[src/rtl/tank_pkg.sv]
// rtl/tank_pkg.sv - shared types and default keymap for the tank controller family
package tank_pkg;

    typedef enum logic [2:0] {
        DIR_UP    = 3'd1,
        DIR_RIGHT = 3'd2,
        DIR_LEFT  = 3'd3,
        DIR_DOWN  = 3'd4
    } dir_t;

    typedef enum logic [1:0] {
        READY    = 2'd0,
        REQ      = 2'd1,
        COOLDOWN = 2'd2
    } fire_state_t;

    localparam logic [7:0] KEY_UP_DEF    = 8'h52;
    localparam logic [7:0] KEY_DOWN_DEF  = 8'h51;
    localparam logic [7:0] KEY_LEFT_DEF  = 8'h50;
    localparam logic [7:0] KEY_RIGHT_DEF = 8'h4F;
    localparam logic [7:0] KEY_FIRE_DEF  = 8'h58;

endpackage

[src/rtl/frame_tick_sync.sv]
// rtl/frame_tick_sync.sv - frame strobe synchroniser and rising-edge pulse generator
module frame_tick_sync (
    input  logic clk,
    input  logic rst_n,
    input  logic frame_clk,
    output logic tick
);

    logic s1, s2, s3;

    // Two flops resolve metastability; the third holds the previous level for edge detection.
    always_ff @(posedge clk or negedge rst_n) begin
        if (!rst_n) begin
            s1   <= 1'b0;
            s2   <= 1'b0;
            s3   <= 1'b0;
            tick <= 1'b0;
        end else begin
            s1   <= frame_clk;
            s2   <= s1;
            s3   <= s2;
            tick <= s2 & ~s3;
        end
    end

endmodule

[src/rtl/tank_ctrl_gen.sv]
// rtl/tank_ctrl_gen.sv - keyboard-driven player tank: clamped motion and rate-limited fire requests
module tank_ctrl_gen
    import tank_pkg::*;
#(
    parameter int NUM_KEYS      = 6,
    parameter int X_START       = 140,
    parameter int Y_START       = 240,
    parameter int X_MIN         = 0,
    parameter int X_MAX         = 639,
    parameter int Y_MIN         = 0,
    parameter int Y_MAX         = 479,
    parameter int STEP          = 1,
    parameter int WIDTH         = 32,
    parameter int HEIGHT        = 32,
    parameter int FIRE_COOLDOWN = 15,
    parameter logic [7:0] KEY_UP    = KEY_UP_DEF,
    parameter logic [7:0] KEY_DOWN  = KEY_DOWN_DEF,
    parameter logic [7:0] KEY_LEFT  = KEY_LEFT_DEF,
    parameter logic [7:0] KEY_RIGHT = KEY_RIGHT_DEF,
    parameter logic [7:0] KEY_FIRE  = KEY_FIRE_DEF
) (
    input  logic                    Clk,
    input  logic                    Reset_n,
    input  logic                    frame_clk,
    input  logic [8*NUM_KEYS-1:0]   keycodes,
    input  logic [9:0]              DrawX,
    input  logic [9:0]              DrawY,
    output logic                    is_tank,
    output logic [9:0]              tank_X,
    output logic [9:0]              tank_Y,
    output logic [2:0]              tank_dir,
    output logic                    fire_req,
    input  logic                    fire_ack,
    output logic [9:0]              shot_X,
    output logic [9:0]              shot_Y,
    output logic [2:0]              shot_dir,
    output logic                    cooldown_busy
);

    localparam int CNT_W = $clog2(FIRE_COOLDOWN + 2);

    localparam logic [10:0] STEP_W = 11'(STEP);
    localparam logic [10:0] X_LO   = 11'(X_MIN);
    localparam logic [10:0] Y_LO   = 11'(Y_MIN);
    localparam logic [10:0] X_HI   = 11'(X_MAX + 1 - WIDTH);
    localparam logic [10:0] Y_HI   = 11'(Y_MAX + 1 - HEIGHT);
    localparam logic [10:0] W_EXT  = 11'(WIDTH);
    localparam logic [10:0] H_EXT  = 11'(HEIGHT);

    logic              frame_tick;
    logic              up_held, down_held, left_held, right_held, fire_held;
    logic [9:0]        tank_x_q, tank_y_q;
    dir_t              dir_q;
    logic [9:0]        x_next, y_next;
    dir_t              dir_next;
    logic [10:0]       x_ext, y_ext;
    logic [9:0]        muzzle_x, muzzle_y;
    fire_state_t       state_q, state_d;
    logic [CNT_W-1:0]  cnt_q;
    logic              latch_shot, load_cnt, dec_cnt;
    logic [9:0]        shot_x_q, shot_y_q;
    logic [2:0]        shot_dir_q;

    frame_tick_sync u_sync (
        .clk       (Clk),
        .rst_n     (Reset_n),
        .frame_clk (frame_clk),
        .tick      (frame_tick)
    );

    always_comb begin
        up_held    = 1'b0;
        down_held  = 1'b0;
        left_held  = 1'b0;
        right_held = 1'b0;
        fire_held  = 1'b0;
        for (int i = 0; i < NUM_KEYS; i++) begin
            if (keycodes[8*i +: 8] == KEY_UP)    up_held    = 1'b1;
            if (keycodes[8*i +: 8] == KEY_DOWN)  down_held  = 1'b1;
            if (keycodes[8*i +: 8] == KEY_LEFT)  left_held  = 1'b1;
            if (keycodes[8*i +: 8] == KEY_RIGHT) right_held = 1'b1;
            if (keycodes[8*i +: 8] == KEY_FIRE)  fire_held  = 1'b1;
        end
    end

    assign x_ext = {1'b0, tank_x_q};
    assign y_ext = {1'b0, tank_y_q};

    // 11-bit sums keep the clamp comparisons free of wrap near either arena edge.
    always_comb begin
        x_next   = tank_x_q;
        y_next   = tank_y_q;
        dir_next = dir_q;
        if (up_held) begin
            dir_next = DIR_UP;
            y_next   = (y_ext < Y_LO + STEP_W) ? 10'(Y_LO) : 10'(y_ext - STEP_W);
        end else if (down_held) begin
            dir_next = DIR_DOWN;
            y_next   = (y_ext + STEP_W > Y_HI) ? 10'(Y_HI) : 10'(y_ext + STEP_W);
        end else if (left_held) begin
            dir_next = DIR_LEFT;
            x_next   = (x_ext < X_LO + STEP_W) ? 10'(X_LO) : 10'(x_ext - STEP_W);
        end else if (right_held) begin
            dir_next = DIR_RIGHT;
            x_next   = (x_ext + STEP_W > X_HI) ? 10'(X_HI) : 10'(x_ext + STEP_W);
        end
    end

    // Muzzle sits on the leading edge of the pre-move sprite, facing the new direction.
    always_comb begin
        muzzle_x = tank_x_q + 10'(WIDTH - 1);
        muzzle_y = tank_y_q + 10'(HEIGHT / 2);
        case (dir_next)
            DIR_UP: begin
                muzzle_x = tank_x_q + 10'(WIDTH / 2);
                muzzle_y = tank_y_q;
            end
            DIR_DOWN: begin
                muzzle_x = tank_x_q + 10'(WIDTH / 2);
                muzzle_y = tank_y_q + 10'(HEIGHT - 1);
            end
            DIR_LEFT: begin
                muzzle_x = tank_x_q;
                muzzle_y = tank_y_q + 10'(HEIGHT / 2);
            end
            default: ;
        endcase
    end

    always_ff @(posedge Clk or negedge Reset_n) begin
        if (!Reset_n) begin
            tank_x_q <= 10'(X_START);
            tank_y_q <= 10'(Y_START);
            dir_q    <= DIR_UP;
        end else if (frame_tick) begin
            tank_x_q <= x_next;
            tank_y_q <= y_next;
            dir_q    <= dir_next;
        end
    end

    always_comb begin
        state_d    = state_q;
        latch_shot = 1'b0;
        load_cnt   = 1'b0;
        dec_cnt    = 1'b0;
        case (state_q)
            READY: begin
                if (frame_tick && fire_held) begin
                    latch_shot = 1'b1;
                    state_d    = REQ;
                end
            end
            REQ: begin
                if (fire_ack) begin
                    load_cnt = 1'b1;
                    state_d  = COOLDOWN;
                end
            end
            COOLDOWN: begin
                if (cnt_q == '0) state_d = READY;
                else if (frame_tick) dec_cnt = 1'b1;
            end
            default: state_d = READY;
        endcase
    end

    always_ff @(posedge Clk or negedge Reset_n) begin
        if (!Reset_n) begin
            state_q    <= READY;
            cnt_q      <= '0;
            shot_x_q   <= '0;
            shot_y_q   <= '0;
            shot_dir_q <= '0;
        end else begin
            state_q <= state_d;
            if (load_cnt) cnt_q <= CNT_W'(FIRE_COOLDOWN);
            else if (dec_cnt) cnt_q <= cnt_q - 1'b1;
            if (latch_shot) begin
                shot_x_q   <= muzzle_x;
                shot_y_q   <= muzzle_y;
                shot_dir_q <= dir_next;
            end
        end
    end

    assign tank_X        = tank_x_q;
    assign tank_Y        = tank_y_q;
    assign tank_dir      = dir_q;
    assign fire_req      = (state_q == REQ);
    assign cooldown_busy = (state_q != READY);
    assign shot_X        = shot_x_q;
    assign shot_Y        = shot_y_q;
    assign shot_dir      = shot_dir_q;

    assign is_tank = ({1'b0, DrawX} >= x_ext) && ({1'b0, DrawX} < x_ext + W_EXT) &&
                     ({1'b0, DrawY} >= y_ext) && ({1'b0, DrawY} < y_ext + H_EXT);

endmodule

[config.mk]
export PLATFORM = sky130hd
export DESIGN_NAME = tank_ctrl_gen
export DESIGN_NICKNAME = d
export VERILOG_FILES = /design/src/rtl/tank_pkg.sv /design/src/rtl/frame_tick_sync.sv /design/src/rtl/tank_ctrl_gen.sv
export SDC_FILE = /design/constraint.sdc
export NUM_CORES = 1
export LEC_CHECK = 0
export ABC_AREA = 1
export CORE_ASPECT_RATIO = 0.6
export CORE_MARGIN = 2
export CORE_UTILIZATION = 48
export CTS_CLUSTER_DIAMETER = 60
export DETAILED_ROUTE_END_ITERATION = 16
export GPL_TIMING_DRIVEN = 1
export PLACE_DENSITY = 0.77
export RECOVER_POWER = 100
export SLEW_MARGIN = 20
export SYNTH_ARGS = -nofsm -noshare
export SYNTH_HDL_FRONTEND = slang
export SYNTH_SLANG_ARGS = --single-unit
[constraint.sdc]
create_clock -name Clk -period 2.4 [get_ports Clk]
set_clock_uncertainty 0.1 [all_clocks]
set_input_delay 0.36 -clock Clk [delete_from_list [all_inputs] [get_ports Clk]]
set_output_delay 0.36 -clock Clk [all_outputs]
set_load 0.05 [all_outputs]
# After elaboration in Yosys (flattened, before gate mapping)
# Cells that the tools add are included.
dict set report word_totals {
  reg_bits 57
  input_bits 72
  output_inout_bits 49
  wordCells 144
}
dict set report classes {
  n_addsub 11
  n_lt_le_gt_ge 8
  eq_ne 38
  mux 57
  bitwise 4
  n_reduce_logical 14
}
# op n
set ops {}
lappend ops {{$eq 8x7->1 const B} 30}
lappend ops {{$mux 10} 8}
lappend ops {{$add 10x5->10 const B} 4}
lappend ops {{$pmux 10 s2} 2}
lappend ops {{$mux 1} 37}
lappend ops {{$add 10x1->11 const B} 2}
lappend ops {{$add 10x6->11 const B} 2}
lappend ops {{$lt 10x11->1} 2}
lappend ops {{$ge 10x10->1} 2}
lappend ops {{$lt 10x1->1 const B} 2}
lappend ops {{$sub 10x1->10 const B} 2}
lappend ops {{$mux 3} 4}
lappend ops {{$gt 11x10->1 const B} 1}
lappend ops {{$gt 11x9->1 const B} 1}
lappend ops {{$mux 5} 2}
lappend ops {{$reduce_bool 2->1} 4}
lappend ops {{$mux 2} 3}
lappend ops {{$pmux 2 s3} 1}
lappend ops {{$logic_not 5->1} 1}
lappend ops {{$sub 5x1->5 const B} 1}
lappend ops {{$logic_and 1x1->1} 4}
lappend ops {{$ne 2x2->1 const B} 2}
lappend ops {{$reduce_and 4->1} 1}
lappend ops {{$eq 3x1->1 const B} 1}
lappend ops {{11 further kinds} 13}

# Depth between registers and ports, before layout
# Gate-level depths: netlist of the first run.
dict set report logic_depth {
  depth_word 14
  depth_mapped 18
  mapped_depth_nobuf 18
}

# By module
# Synthesis of the first run repeated with hierarchy kept, for this count alone.
dict set report unflattened {
  hier_cells 834
  area_unflattened_um2 5631.7
}
# mod instances cells_each area_per_inst_um2 seq_area_each_um2
set by_module_without_submodules {}
lappend by_module_without_submodules {tank_ctrl_gen 1 828 5521.5 1336.3}
lappend by_module_without_submodules {frame_tick_sync 1 6 110.1 100.1}

# Worst setup path after synthesis of the first run
# OpenSTA, ideal clock, no wires.
dict set report synth_timing {
  path_type {reg2out}
  from {reg tank_x_q[5], in the netlist tank_X[5]}
  to {out is_tank}
  arrival_ns 3.583
  t_required_ns 1.940
  slack_ns -1.643
  path_stages_with_launch 12
  n_path_buf 0
  cell_sequence {dfrtp_1 -> inv_1 -> ha_1 -> inv_1 -> ha_1 -> inv_1 -> nor3_1 -> a211oi_1 -> nor2_1 -> nor2_1 -> o311ai_0 -> nor4_1}
}
dict set report synth_between {
  elab_chain_len 5
  elab_cells_between_ends 6
  cone_classes {add/sub (1); order compare (2); reduce/logical (3)}
}
# element line_no
set synth_rtl {}
lappend synth_rtl {{start: declaration} tank_ctrl_gen.sv:52} ;# logic [9:0] tank_x_q, tank_y_q;
lappend synth_rtl {{start signal: assignment} tank_ctrl_gen.sv:132} ;# tank_x_q <= 10'(X_START);
lappend synth_rtl {{start signal: assignment} tank_ctrl_gen.sv:136} ;# tank_x_q <= x_next;
lappend synth_rtl {{$add 10x6->11} tank_ctrl_gen.sv:196} ;# assign is_tank = ({1'b0, DrawX} >= x_ext) && ({1'b0, DrawX} < x_ext + W_EXT) &&
lappend synth_rtl {{$lt 10x11->1} tank_ctrl_gen.sv:196}
lappend synth_rtl {{$logic_and 1x1->1 (*) (2 in a row)} tank_ctrl_gen.sv:196}
lappend synth_rtl {{$logic_and 1x1->1 (*)} tank_ctrl_gen.sv:197} ;# ({1'b0, DrawY} >= y_ext) && ({1'b0, DrawY} < y_ext + H_EXT);
lappend synth_rtl {{end: declaration} tank_ctrl_gen.sv:28} ;# output logic is_tank,
# Mark *: on every way between the ends. The rest lies on a longest branch, timed or not.

# Worst setup path in the final report of the first run
dict set report layout_timing {
  from {reg tank_y_q[5], in the netlist tank_Y[5]}
  to {out is_tank}
}
dict set report layout_between {
  elab_chain_len 3
  elab_cells_between_ends 5
  cone_classes {add/sub (1); order compare (2); reduce/logical (2)}
}
# element line_no
set layout_rtl {}
lappend layout_rtl {{start: declaration} tank_ctrl_gen.sv:52}
lappend layout_rtl {{start signal: assignment} tank_ctrl_gen.sv:133} ;# tank_y_q <= 10'(Y_START);
lappend layout_rtl {{start signal: assignment} tank_ctrl_gen.sv:137} ;# tank_y_q <= y_next;
lappend layout_rtl {{$add 10x6->11 / $ge 10x10->1 (equally long branches)} tank_ctrl_gen.sv:197}
lappend layout_rtl {{$lt 10x11->1 / $logic_and 1x1->1 (equally long branches)} {tank_ctrl_gen.sv:197, tank_ctrl_gen.sv:196}}
lappend layout_rtl {{$logic_and 1x1->1 (*)} tank_ctrl_gen.sv:197}
# Marks and branches as above.

==> results.py, run 1 <==
metrics = {
    "placed_design": {
        "globalplace.congestion": 1.01,
        "buffer_ports.inserted": 120,
        "place_inst": 1224,
        "placement.setup.worst_slack_ns": -0.467,
        "detailedPlacementHpwl_um": 14700,
    },
    "global_route": {
        "grt_usage_pct": 30.9,
        "grt_start_max_net_pins": 58,
        "first_global_vias": 5898,
        "grt_antenna_before_repair": 0,
        "grt_overflow_total": 0,
        "grt_pass1_wl_um": 30300,
    },
    "route": {
        "wirelength_um": 20000,
        "vias": 6722,
        "post_drt_wl_per_cell_um": 15.9,
        "firstDrtPassIters": 5,
        "drcViolationCount": 0,
        "routed_via_density": 5.33,
        "drtIter0Drc": 748,
        "ant_nets": 0,
    },
    "critical_path": {
        "critical_path.startpoint": "tank_Y[5]$_DFFE_PN1P_",
        "worstRegToRegCells": 13,
        "setup.worst_path.end": "is_tank",
        "reg2reg_setup_slack_ns": -0.12,
        "crit_path_max_incr_delay_ns": 0.64,
        "timing.critical_path.slowest_stage_cell": "sky130_fd_sc_hd__dfstp_4",
        "cp.arrival_ns": 2.57,
        "reg2reg_from": "tank_Y[5]$_DFFE_PN1P_",
        "timing_worst_setup_path_type": "flop to output pin",
        "critical_path.endpoint_type": "output pin",
        "critical_path_required_ns": 1.94,
        "setup.worst_path.start_class": "flop",
        "path_cells": "inv_1 -> buf_4 -> ha_1 -> nand2_1 -> nor4_1 -> a31oi_1 -> nor4_4 -> buf_12",
        "terminus_of_the_critical_flop_to_flop_path": "tank_Y[5]$_DFFE_PN1P_",
        "crit_fanout": 5,
    },
    "clock_network": {
        "worst_skew_pair.late_latency_ns": 0.34,
        "clock_sink_count": 57,
        "clock_path_buffers": 2,
        "clkSlewWorstSetupHoldPaths_ns": 0.06,
        "clock-root-buffer": "sky130_fd_sc_hd__clkbuf_16",
        "tritoncts": "yes",
        "cts.hold.buffers_added": 0,
        "cts.htree.levels": 3,
        "cts_buffers": 9,
    },
    "finish": {
        "syn_to_final_growth_pct": 54.2,
        "layout-drive-gt1-share_pct": 25.1,
        "fillers": 899,
        "num_antenna_cells": 0,
        "final-instance-count-excl-fill": 1260,
        "num-nets-final": 1214,
    },
    "synthesis": {
        "share_of_synthesized_area_occupied_by_flip_flops_and_latches_pct": 25.4,
        "number_of_distinct_library_cells_after_synthesis": 48,
        "yosys_register_bits": 57,
        "syn-cell-area_mm2": 0.00566,
        "syn_nets": 966,
        "post_synth.cell_area_avg_um2": 6.68,
        "syn_inst": 847,
        "yosysWarningCount": 0,
    },
    "power": {
        "internal_power_w": 0.00458,
        "combinationalPowerShare_pct": 67.6,
        "power_leakage_nw": 4.39,
        "power_switching_w": 0.00435,
        "pwr-share-clk_pct": 15.4,
        "sequentialPowerShare_pct": 17.0,
        "total_power_w": 0.00893,
        "power.density_cell_area_mw_per_mm2": 1020,
        "p_sw_share_pct": 48.7,
        "power.ir.vdd_worst_mv": 0.580,
    },
    "timing": {
        "final.period_utilization_pct": 126,
        "setup_total_negative_slack_ns": -3.01,
        "layout_setup_ws_ns": -0.634,
        "fmax_ghz": 0.330,
        "final-setup-viol-count": 28,
        "finalMaxSlewViolations": 0,
        "tightest_slew_ns": 1.47,
        "finalWorstPathRequiredPeriod_ns": 3.03,
        "hold_violations": 0,
        "max_slew_headroom_pct": 1.70,
        "timing.hold.ws_ns": 0.252,
        "rsz_0062_raised_after_global_routing": "yes",
    },
    "die": {
        "design.core.area_mm2": 0.0114,
        "pin_count": 121,
        "die_width_um": 144,
        "initial_utilization_pct": 49.6,
        "core.rowCount": 30,
        "chipHeight_um": 88.1,
        "area_of_the_die_mm2": 0.0127,
    },
    "job": {
        "max-cap-violations": 0,
    },
    "status": {
        "outcome": "finished with violations",
        "violations": "negative setup slack",
    },
    "min_path": {
        "worstHoldPathType": "flop to flop",
    },
}
state kept, by name, summed over array words and instances, names as in the netlist:
name and count:
tank_dir 3, u_sync.s2 1, tank_X 10, tank_Y 10, shot_dir 3, state_q 2, u_sync.s1 1, shot_X 10
shot_Y 10, u_sync.s3 1, u_sync.tick 1, cnt_q 5
cells in the final DEF (no fill, tap or decap), drive strengths merged, types with 5 or more instances in the layout:
cell type / Yosys / final
inv: 116 / 116
a21oi: 40 / 40
o21ai: 52 / 52
ha: 47 / 47
o22ai: 5 / 5
a22oi: 5 / 5
clkbuf: 7 / 16
buf: 13 / 136
clkdlybuf4s50: 0 / 62
dfstp: 8 / 8
xor2: 31 / 31
nand2: 207 / 207
dlymetal6s2s: 0 / 10
nor3: 12 / 12
nor2: 114 / 114
nand3: 79 / 79
o21a: 6 / 6
dlygate4sd3: 0 / 42
dfrtp: 49 / 49
nand4: 17 / 17
or2: 8 / 8
metrics by stage:
step	instance area [µm²]	util, %
2_1_floorplan	5740	-
3_3_place_gp	7900	69.2
3_5_place_dp	7900	69.2
4_1_cts	8390	73.5
5_1_grt	8730	76.5
6_report	8730	76.5
cells in the mapped netlist (all sizes together):
cell,number,area (µm²)
a22oi,5,37.5
a21oi,40,211
o21bai,1,7.51
inv,116,440
o21ai,52,260
nand2,207,856
o2111ai,1,8.76
a21o,1,7.51
nand3,79,443
nor3,12,60.1
a31oi,3,18.8
nand4,17,106
o311ai,1,8.76
nor2,114,478
o32ai,1,8.76
a211oi,2,15.0
dfstp,8,210
clkinv,3,11.3
dfrtp,49,1230
nor4,4,25.0
o211ai,4,30.0
ha,47,588
nand3b,1,7.51
or2,8,50.1
and2,1,6.26
buf,13,90.1
o221ai,1,8.76
xnor2,3,26.3
clkbuf,7,27.5
o21a,6,45.0
nor3b,1,7.51
o22ai,5,31.3
xor2,31,272
o31ai,3,27.5
cells by family (layout without fill, tap and decap cells):
group                      Yosys count  in the layout  share of synthesized area, %
xor gates and xnor gates            34             34                          5.26
adders and majority gates           47             47                          10.4
DFF                                 57             57                          25.4
and+or+nand+nor                    444            444                          36.0
buffers and inverters              139            392                          10.1
AOI/OAI and AO/OA                  126            126                          12.8
layout make-up:
type	count	area [µm²]	share of cell area [%]
multi-input cells	651	4010	46.0
repair buffers	257	2300	26.4
flip-flops and latches	57	1450	16.6
inverters	119	454	5.21
clock buffers	11	233	2.67
well taps	160	200	2.29
clock inverters	5	80.1	0.918
critical path: cells and delay by family, from the launching register on:
kind,cells,cell delay (ns)
compound gates,1,0.20
fa+ha+maj,1,0.31
buf+inv,3,0.43
flops,1,0.64
simple gates,3,0.65
how the worst min path moves through the flow:
| stage | from | endpoint | cells past startpoint |
|---|---|---|---|
| floorplan | Reset_n | cnt_q[0]$_DFFE_PN0P_ | 0 |
| global placement | u_sync.s1$_DFF_PN0_ | u_sync.s2$_DFF_PN0_ | 0 |
| detailed placement | u_sync.s1$_DFF_PN0_ | u_sync.s2$_DFF_PN0_ | 0 |
| CTS | Reset_n | u_sync.s3$_DFF_PN0_ | 2 |
| global route | u_sync.s1$_DFF_PN0_ | u_sync.s2$_DFF_PN0_ | 0 |
| finish | u_sync.s1$_DFF_PN0_ | u_sync.s2$_DFF_PN0_ | 0 |
what timing repair did:
action                     CTS  global route
resized for setup           31            72
buffers inserted             8            13
setup endpoints to repair   10            39
pin swaps                   21            31
routing by layer:
layer  up-vias  part of all wire [%]  GRT usage (%)
li1       3265                     -              -
met1      3119                    47           47.6
met2       316                    40           42.4
met3        22                    12           9.29
met4         0                   1.0           6.00
met5         -                     0              0
power groups by stage:
| stage | Clock [W] | Combinational [W] | Sequential [W] |
|---|---|---|---|
| 2_1_floorplan | 0 | 0.00251 | 0.00221 |
| 3_3_place_gp | 0 | 0.00523 | 0.00149 |
| 3_5_place_dp | 0 | 0.00529 | 0.00150 |
| 4_1_cts | 0.00139 | 0.00557 | 0.00151 |
| 5_1_grt | 0.00144 | 0.00646 | 0.00155 |
| 6_report | 0.00138 | 0.00603 | 0.00152 |
Power figures use the tool's default switching activity.
==> inputs of run 2 (changes only) <==
--- a/config.mk
+++ b/config.mk
@@ -8,11 +8,11 @@
 export ABC_AREA = 1
 export CORE_ASPECT_RATIO = 0.6
 export CORE_MARGIN = 2
-export CORE_UTILIZATION = 48
+export CORE_UTILIZATION = 53
 export CTS_CLUSTER_DIAMETER = 60
 export DETAILED_ROUTE_END_ITERATION = 16
 export GPL_TIMING_DRIVEN = 1
-export PLACE_DENSITY = 0.77
+export PLACE_DENSITY = 0.81
 export RECOVER_POWER = 100
 export SLEW_MARGIN = 20
 export SYNTH_ARGS = -nofsm -noshare
==> constraint.sdc (replaced) <==
create_clock -name Clk -period 3.15 [get_ports Clk]
set_clock_uncertainty 0.1 [all_clocks]
set_input_delay 0.4725 -clock Clk [delete_from_list [all_inputs] [get_ports Clk]]
set_output_delay 0.4725 -clock Clk [all_outputs]
set_load 0.05 [all_outputs]
==> run 2 against run 1 <==
The run still ends with negative setup slack left. Utilization shrank 3.1 points. Via count shrank 6.1%. Combinational power shrank 38%. Critical endpoint unchanged. Largest cell class unchanged.
==> results.py, run 2 (synthesis results as in run 1) <==
metrics = {
    "route": {
        "routed_via_density": 5.55,
        "vias": 6314,
        "drtIter0Drc": 627,
        "wirelength_um": 18200,
        "firstDrtPassIters": 5,
        "ant_nets": 0,
        "drcViolationCount": 0,
        "post_drt_wl_per_cell_um": 16.0,
    },
    "placed_design": {
        "place_inst": 1106,
        "placed_cell_area_mm2": 0.00712,
        "detailedPlacementHpwl_um": 14000,
        "buffer_ports.inserted": 120,
        "globalplace.congestion": 0.978,
    },
    "timing": {
        "finalWorstPathRequiredPeriod_ns": 3.29,
        "fmax_ghz": 0.304,
        "tightest_slew_ns": 1.48,
        "finalMaxSlewViolations": 0,
        "setup_total_negative_slack_ns": -0.140,
        "final.period_utilization_pct": 104,
        "final-setup-viol-count": 1,
        "hold_violations": 0,
        "rsz_0062_raised_after_global_routing": "yes",
        "timing.hold.ws_ns": 0.271,
        "layout_setup_ws_ns": -0.140,
        "max_slew_headroom_pct": 1.23,
    },
    "critical_path": {
        "timing_worst_setup_path_type": "flop to output pin",
        "critical_path.top_delay_family": "simple AND/OR/NAND/NOR gates",
        "path_cells": "nand2_2 -> nor2_4 -> xor2_1 -> ha_1 -> o21a_1 -> nand3_2 -> nor2_1 -> nor2_2 -> o311ai_4 -> nor4_4 -> buf_12",
        "critical_path.endpoint_type": "output pin",
        "path_buf_inv": 1,
        "cp.arrival_ns": 2.72,
        "setup.worst_path.start_class": "flop",
        "crit_path_max_incr_delay_ns": 0.63,
        "timing.critical_path.slowest_stage_cell": "sky130_fd_sc_hd__dfstp_2",
        "critical_path_required_ns": 2.58,
        "crit_fanout": 5,
    },
    "finish": {
        "layout-drive-gt1-share_pct": 14.5,
        "num_antenna_cells": 0,
        "syn_to_final_growth_pct": 36.0,
        "layout.cells.most_common_list": "sky130_fd_sc_hd__nand2_1 (191), sky130_fd_sc_hd__inv_1 (99), sky130_fd_sc_hd__nor2_1 (96), sky130_fd_sc_hd__clkdlybuf4s50_1 (88), sky130_fd_sc_hd__nand3_1 (73)",
        "fin_area_mm2": 0.00769,
        "most_common_library_cell_in_the_layout_ignoring_fill_and_taps": "sky130_fd_sc_hd__nand2_1",
        "final-instance-count-excl-fill": 1138,
        "num-nets-final": 1113,
    },
    "global_route": {
        "grt_antenna_before_repair": 0,
        "first_global_vias": 5773,
        "grt_usage_pct": 32.3,
        "grt_overflow_total": 0,
        "grt_start_max_net_pins": 58,
        "grt_pass1_wl_um": 29100,
    },
    "clock_network": {
        "clkSlewWorstSetupHoldPaths_ns": 0.05,
        "tritoncts": "yes",
        "cts_buffers": 9,
        "clock_path_buffers": 2,
        "clock_sink_count": 57,
        "worst_skew_pair.late_latency_ns": 0.33,
        "cts.hold.buffers_added": 0,
        "cts.htree.levels": 3,
        "clock-root-buffer": "sky130_fd_sc_hd__clkbuf_16",
    },
    "power": {
        "power.density_cell_area_mw_per_mm2": 788,
        "p_sw_share_pct": 49.9,
        "combinationalPowerShare_pct": 61.8,
        "total_power_w": 0.00606,
        "power.ir.vdd_worst_mv": 0.472,
        "sequentialPowerShare_pct": 20.4,
        "internal_power_w": 0.00304,
        "power_switching_w": 0.00302,
        "pwr-share-clk_pct": 17.9,
        "power_leakage_nw": 3.78,
    },
    "status": {
        "outcome": "finished with violations",
        "violations": "negative setup slack",
    },
    "die": {
        "initial_utilization_pct": 54.0,
        "chipHeight_um": 84.0,
        "design.core.area_mm2": 0.0105,
        "core.rowCount": 29,
        "die_width_um": 137,
        "pin_count": 121,
        "area_of_the_die_mm2": 0.0115,
    },
    "job": {
        "max-cap-violations": 0,
    },
    "min_path": {
        "worstHoldPathType": "flop to flop",
    },
}
## run 2: cell count changes in the layout (fill, tap and decap cells not counted), sizes merged, moves of 2 or more
cell,change
buf,-99
clkbuf,-5
clkdlybuf4s50,+26
dlygate4sd3,-12
dlymetal6s2s,-10
dlygate4sd2,-2
## run 2: power groups by stage
stage          Clock (W)  Combinational (W)  Sequential, W
6_report         0.00108            0.00374        0.00123
5_1_grt          0.00113            0.00407        0.00125
4_1_cts          0.00109            0.00357        0.00122
3_5_place_dp           0            0.00336        0.00125
3_3_place_gp           0            0.00332        0.00124
2_1_floorplan          0            0.00188        0.00168
## run 2: layout make-up
cell class / instances / area, µm²
tap: 139 / 174
fill: 833 / 2790
sequential: 57 / 1450
inverter: 119 / 462
timing repair buffer: 156 / 1480
clock buffer: 10 / 239
multi-input combinational: 651 / 3800
clock inverter: 6 / 90.1
## run 2: path summary, 6_finish.rpt
path | from | to | slack (ns) | cells past startpoint
setup / recovery | tank_X[7]$_DFFE_PN1P_ | is_tank | -0.14 | 11
hold / removal | u_sync.s1$_DFF_PN0_ | u_sync.s2$_DFF_PN0_ | 0.27 | 0
setup reg to reg | tank_Y[5]$_DFFE_PN1P_ | tank_Y[8]$_DFFE_PN0P_ | 0.41 | 15
hold reg to reg | u_sync.s1$_DFF_PN0_ | u_sync.s2$_DFF_PN0_ | 0.27 | 0
max in group asynchronous | Reset_n | tank_X[5]$_DFFE_PN0P_ | 1.47 | 2
min in group asynchronous | Reset_n | tank_Y[3]$_DFFE_PN0P_ | 0.48 | 2
## run 2: metal layers
layer / wire (µm) / part of all wire, % / global-route usage [%] / up-vias
met4: 182 / 1.0 / 5.62 / 0
met1: 8740 / 48 / 51.1 / 2885
met5: 0 / 0 / 0 / -
met3: 2150 / 12 / 8.56 / 20
li1: - / - / - / 3064
met2: 7150 / 39 / 43.6 / 345
## run 2: metrics by stage
| step | utilization, % | worst slack [ns] |
|---|---|---|
| finish | 73.4 | -0.140 |
| CTS | 72.4 | 0.00101 |
| detailed placement | 67.9 | 0.111 |
| global placement | 67.9 | 0.160 |
| floorplan | - | 0.0156 |
| global route | 73.4 | -0.274 |
## run 2: what timing repair did
| action | 4_1_cts | 5_1_grt |
|---|---|---|
| pin swaps | 10 | 7 |
| cloned | 0 | 0 |
| setup buffers | 12 | 4 |
| endpoints found under the setup margin | 1 | 1 |
| gates resized for setup | 14 | 17 |
==> inputs of run 3 (changes only) <==
--- a/config.mk
+++ b/config.mk
@@ -14,6 +14,7 @@
 export GPL_TIMING_DRIVEN = 1
 export PLACE_DENSITY = 0.81
 export RECOVER_POWER = 100
+export REMOVE_ABC_BUFFERS = 1
 export SLEW_MARGIN = 20
 export SYNTH_ARGS = -nofsm -noshare
 export SYNTH_HDL_FRONTEND = slang
==> constraint.sdc (replaced) <==
create_clock -name Clk -period 3.6 [get_ports Clk]
set_clock_uncertainty 0.1 [all_clocks]
set_input_delay 0.54 -clock Clk [delete_from_list [all_inputs] [get_ports Clk]]
set_output_delay 0.54 -clock Clk [all_outputs]
set_load 0.05 [all_outputs]
==> run 3 against run 2 <==
The flow finishes with violations (max-capacitance violations, max-slew violations). Utilization fell by 3.4 points. Hold slack got worse by 0.0053 ns. Register-to-register slack improved by 0.46 ns. Total power fell by 20%. Sequential share of layout area rose by 0.81 points. Die area did not move. Non-clock buffer count fell by 19.
==> results.py, run 3 (synthesis results as in run 1) <==
metrics = {
    "timing": {
        "final.period_utilization_pct": 94.7,
        "fmax_ghz": 0.293,
        "max_slew_headroom_pct": -11.1,
        "tightest_slew_ns": 1.67,
        "setup_total_negative_slack_ns": 0,
        "final-setup-viol-count": 0,
        "finalMaxSlewViolations": 32,
        "timing.hold.ws_ns": 0.266,
        "finalWorstPathRequiredPeriod_ns": 3.41,
        "hold_violations": 0,
    },
    "placed_design": {
        "detailedPlacementHpwl_um": 12800,
        "globalplace.congestion": 0.953,
        "buffer_ports.inserted": 120,
        "place_inst": 1098,
    },
    "critical_path": {
        "cp.arrival_ns": 2.77,
        "terminus_of_the_critical_flop_to_flop_path": "tank_Y[8]$_DFFE_PN0P_",
        "reg2reg_from": "tank_Y[5]$_DFFE_PN1P_",
        "critical_path.endpoint_type": "output pin",
        "worstRegToRegCells": 14,
        "timing.critical_path.slowest_stage_cell": "sky130_fd_sc_hd__dfstp_2",
        "crit_fanout": 10,
        "crit_path_max_incr_delay_ns": 0.65,
        "timing_worst_setup_path_type": "flop to output pin",
        "reg2reg_setup_slack_ns": 0.87,
        "critical_path_required_ns": 2.96,
        "critical_path.top_delay_family": "flip-flops",
        "setup.worst_path.start_class": "flop",
        "path_cells": "inv_1 -> ha_1 -> inv_1 -> ha_1 -> a21oi_1 -> o21a_1 -> o221ai_1 -> nor4_2 -> buf_12",
        "path_buf_inv": 3,
    },
    "die": {
        "pin_count": 121,
        "initial_utilization_pct": 54.0,
        "core.rowCount": 29,
        "chipHeight_um": 84.0,
        "area_of_the_die_mm2": 0.0115,
        "die_width_um": 137,
        "design.core.area_mm2": 0.0105,
    },
    "global_route": {
        "grt_overflow_total": 0,
        "grt_start_max_net_pins": 32,
        "grt_pass1_wl_um": 26900,
        "grt_usage_pct": 29.4,
        "grt_antenna_before_repair": 0,
        "first_global_vias": 5304,
    },
    "route": {
        "routed_via_density": 5.39,
        "vias": 6028,
        "drcViolationCount": 0,
        "firstDrtPassIters": 8,
        "drtIter0Drc": 630,
        "ant_nets": 0,
        "wirelength_um": 16700,
        "post_drt_wl_per_cell_um": 14.9,
    },
    "finish": {
        "final-instance-count-excl-fill": 1119,
        "num-nets-final": 1094,
        "syn_to_final_growth_pct": 29.6,
        "most_common_library_cell_in_the_layout_ignoring_fill_and_taps": "sky130_fd_sc_hd__nand2_1",
        "layout-drive-gt1-share_pct": 9.69,
        "num_antenna_cells": 0,
        "layout.cells.most_common_list": "sky130_fd_sc_hd__nand2_1 (195), sky130_fd_sc_hd__inv_1 (103), sky130_fd_sc_hd__nor2_1 (101), sky130_fd_sc_hd__nand3_1 (74), sky130_fd_sc_hd__clkdlybuf4s50_1 (71)",
    },
    "job": {
        "max-cap-violations": 1,
    },
    "clock_network": {
        "cts_buffers": 9,
        "tritoncts": "yes",
        "clock_path_buffers": 2,
        "clkSlewWorstSetupHoldPaths_ns": 0.05,
        "cts.htree.levels": 3,
        "worst_skew_pair.late_latency_ns": 0.33,
        "cts.hold.buffers_added": 0,
        "clock_sink_count": 57,
        "clock-root-buffer": "sky130_fd_sc_hd__clkbuf_16",
    },
    "status": {
        "outcome": "finished with violations",
        "violations": "max-capacitance violations, max-slew violations",
    },
    "min_path": {
        "holdPathEnd": "u_sync.s2$_DFF_PN0_",
        "whs_path_depth": 0,
        "worstHoldPathType": "flop to flop",
        "holdCritStartpoint": "u_sync.s1$_DFF_PN0_",
    },
    "power": {
        "power.density_cell_area_mw_per_mm2": 664,
        "power.ir.vdd_worst_mv": 0.461,
        "power_leakage_nw": 3.68,
    },
}
run 3: cell types whose count changed in the layout (fill, tap and decap cells not counted), moves of 5 or more:
| cell | delta |
|---|---|
| sky130_fd_sc_hd__ha_1 | +5 |
| sky130_fd_sc_hd__dlygate4sd3_1 | +17 |
| sky130_fd_sc_hd__clkdlybuf4s50_1 | -17 |
| sky130_fd_sc_hd__buf_4 | -19 |
| sky130_fd_sc_hd__ha_4 | -5 |
| sky130_fd_sc_hd__nor2_1 | +5 |
run 3: power by group:
group	switching, W	internal [W]	total [W]
Clock	0.000305	0.000548	0.000853
Combinational	0.00192	0.00101	0.00293
Sequential	0.000240	0.000841	0.00108
Total	0.00247	0.00240	0.00487
run 3: how the worst max path moves through the flow:
stage	start	endpoint	slack [ns]	depth (start not counted)
global placement	DrawX[5]	is_tank	0.15	9
floorplan	tank_X[6]$_DFFE_PN0P_	is_tank	-0.66	11
detailed placement	DrawX[5]	is_tank	0.12	9
global route	tank_Y[6]$_DFFE_PN1P_	is_tank	-0.009	9
finish	tank_Y[6]$_DFFE_PN1P_	is_tank	0.19	9
CTS	tank_X[7]$_DFFE_PN1P_	is_tank	0.1	12
run 3: area by class of cell:
cell class | count | area [µm²]
clock buffer | 10 | 239
clock inverter | 6 | 57.6
fill | 903 | 3160
inverter | 119 | 452
multi-input combinational | 651 | 3650
sequential | 57 | 1440
tap | 139 | 174
timing repair buffer | 137 | 1330
run 3: per-stage QoR:
stage	cell area, µm²	worst slack [ns]	power [W]	util (%)
2_1_floorplan	5540	-0.659	0.00302	-
3_3_place_gp	7010	0.146	0.00392	66.9
3_5_place_dp	7010	0.122	0.00395	66.9
4_1_cts	7310	0.0988	0.00484	69.7
5_1_grt	7330	-0.00851	0.00521	69.9
6_report	7330	0.190	0.00487	69.9
run 3: layer usage:
metal,vias to the layer above,track usage (%),wire length (µm)
li1,3013,-,-
met1,2712,46.3,8290
met2,293,40.5,6540
met3,10,8.44,1740
met4,0,3.28,95
met5,-,0,0
run 3: timing repair:
item / 4_1_cts / 5_1_grt
pin swaps: 1 / 1
setup buffers: 0 / 5
resized for setup: 2 / 2
endpoints found under the hold margin: 0 / 0
endpoints found under the setup margin: 1 / 1
gates cloned: 0 / 0
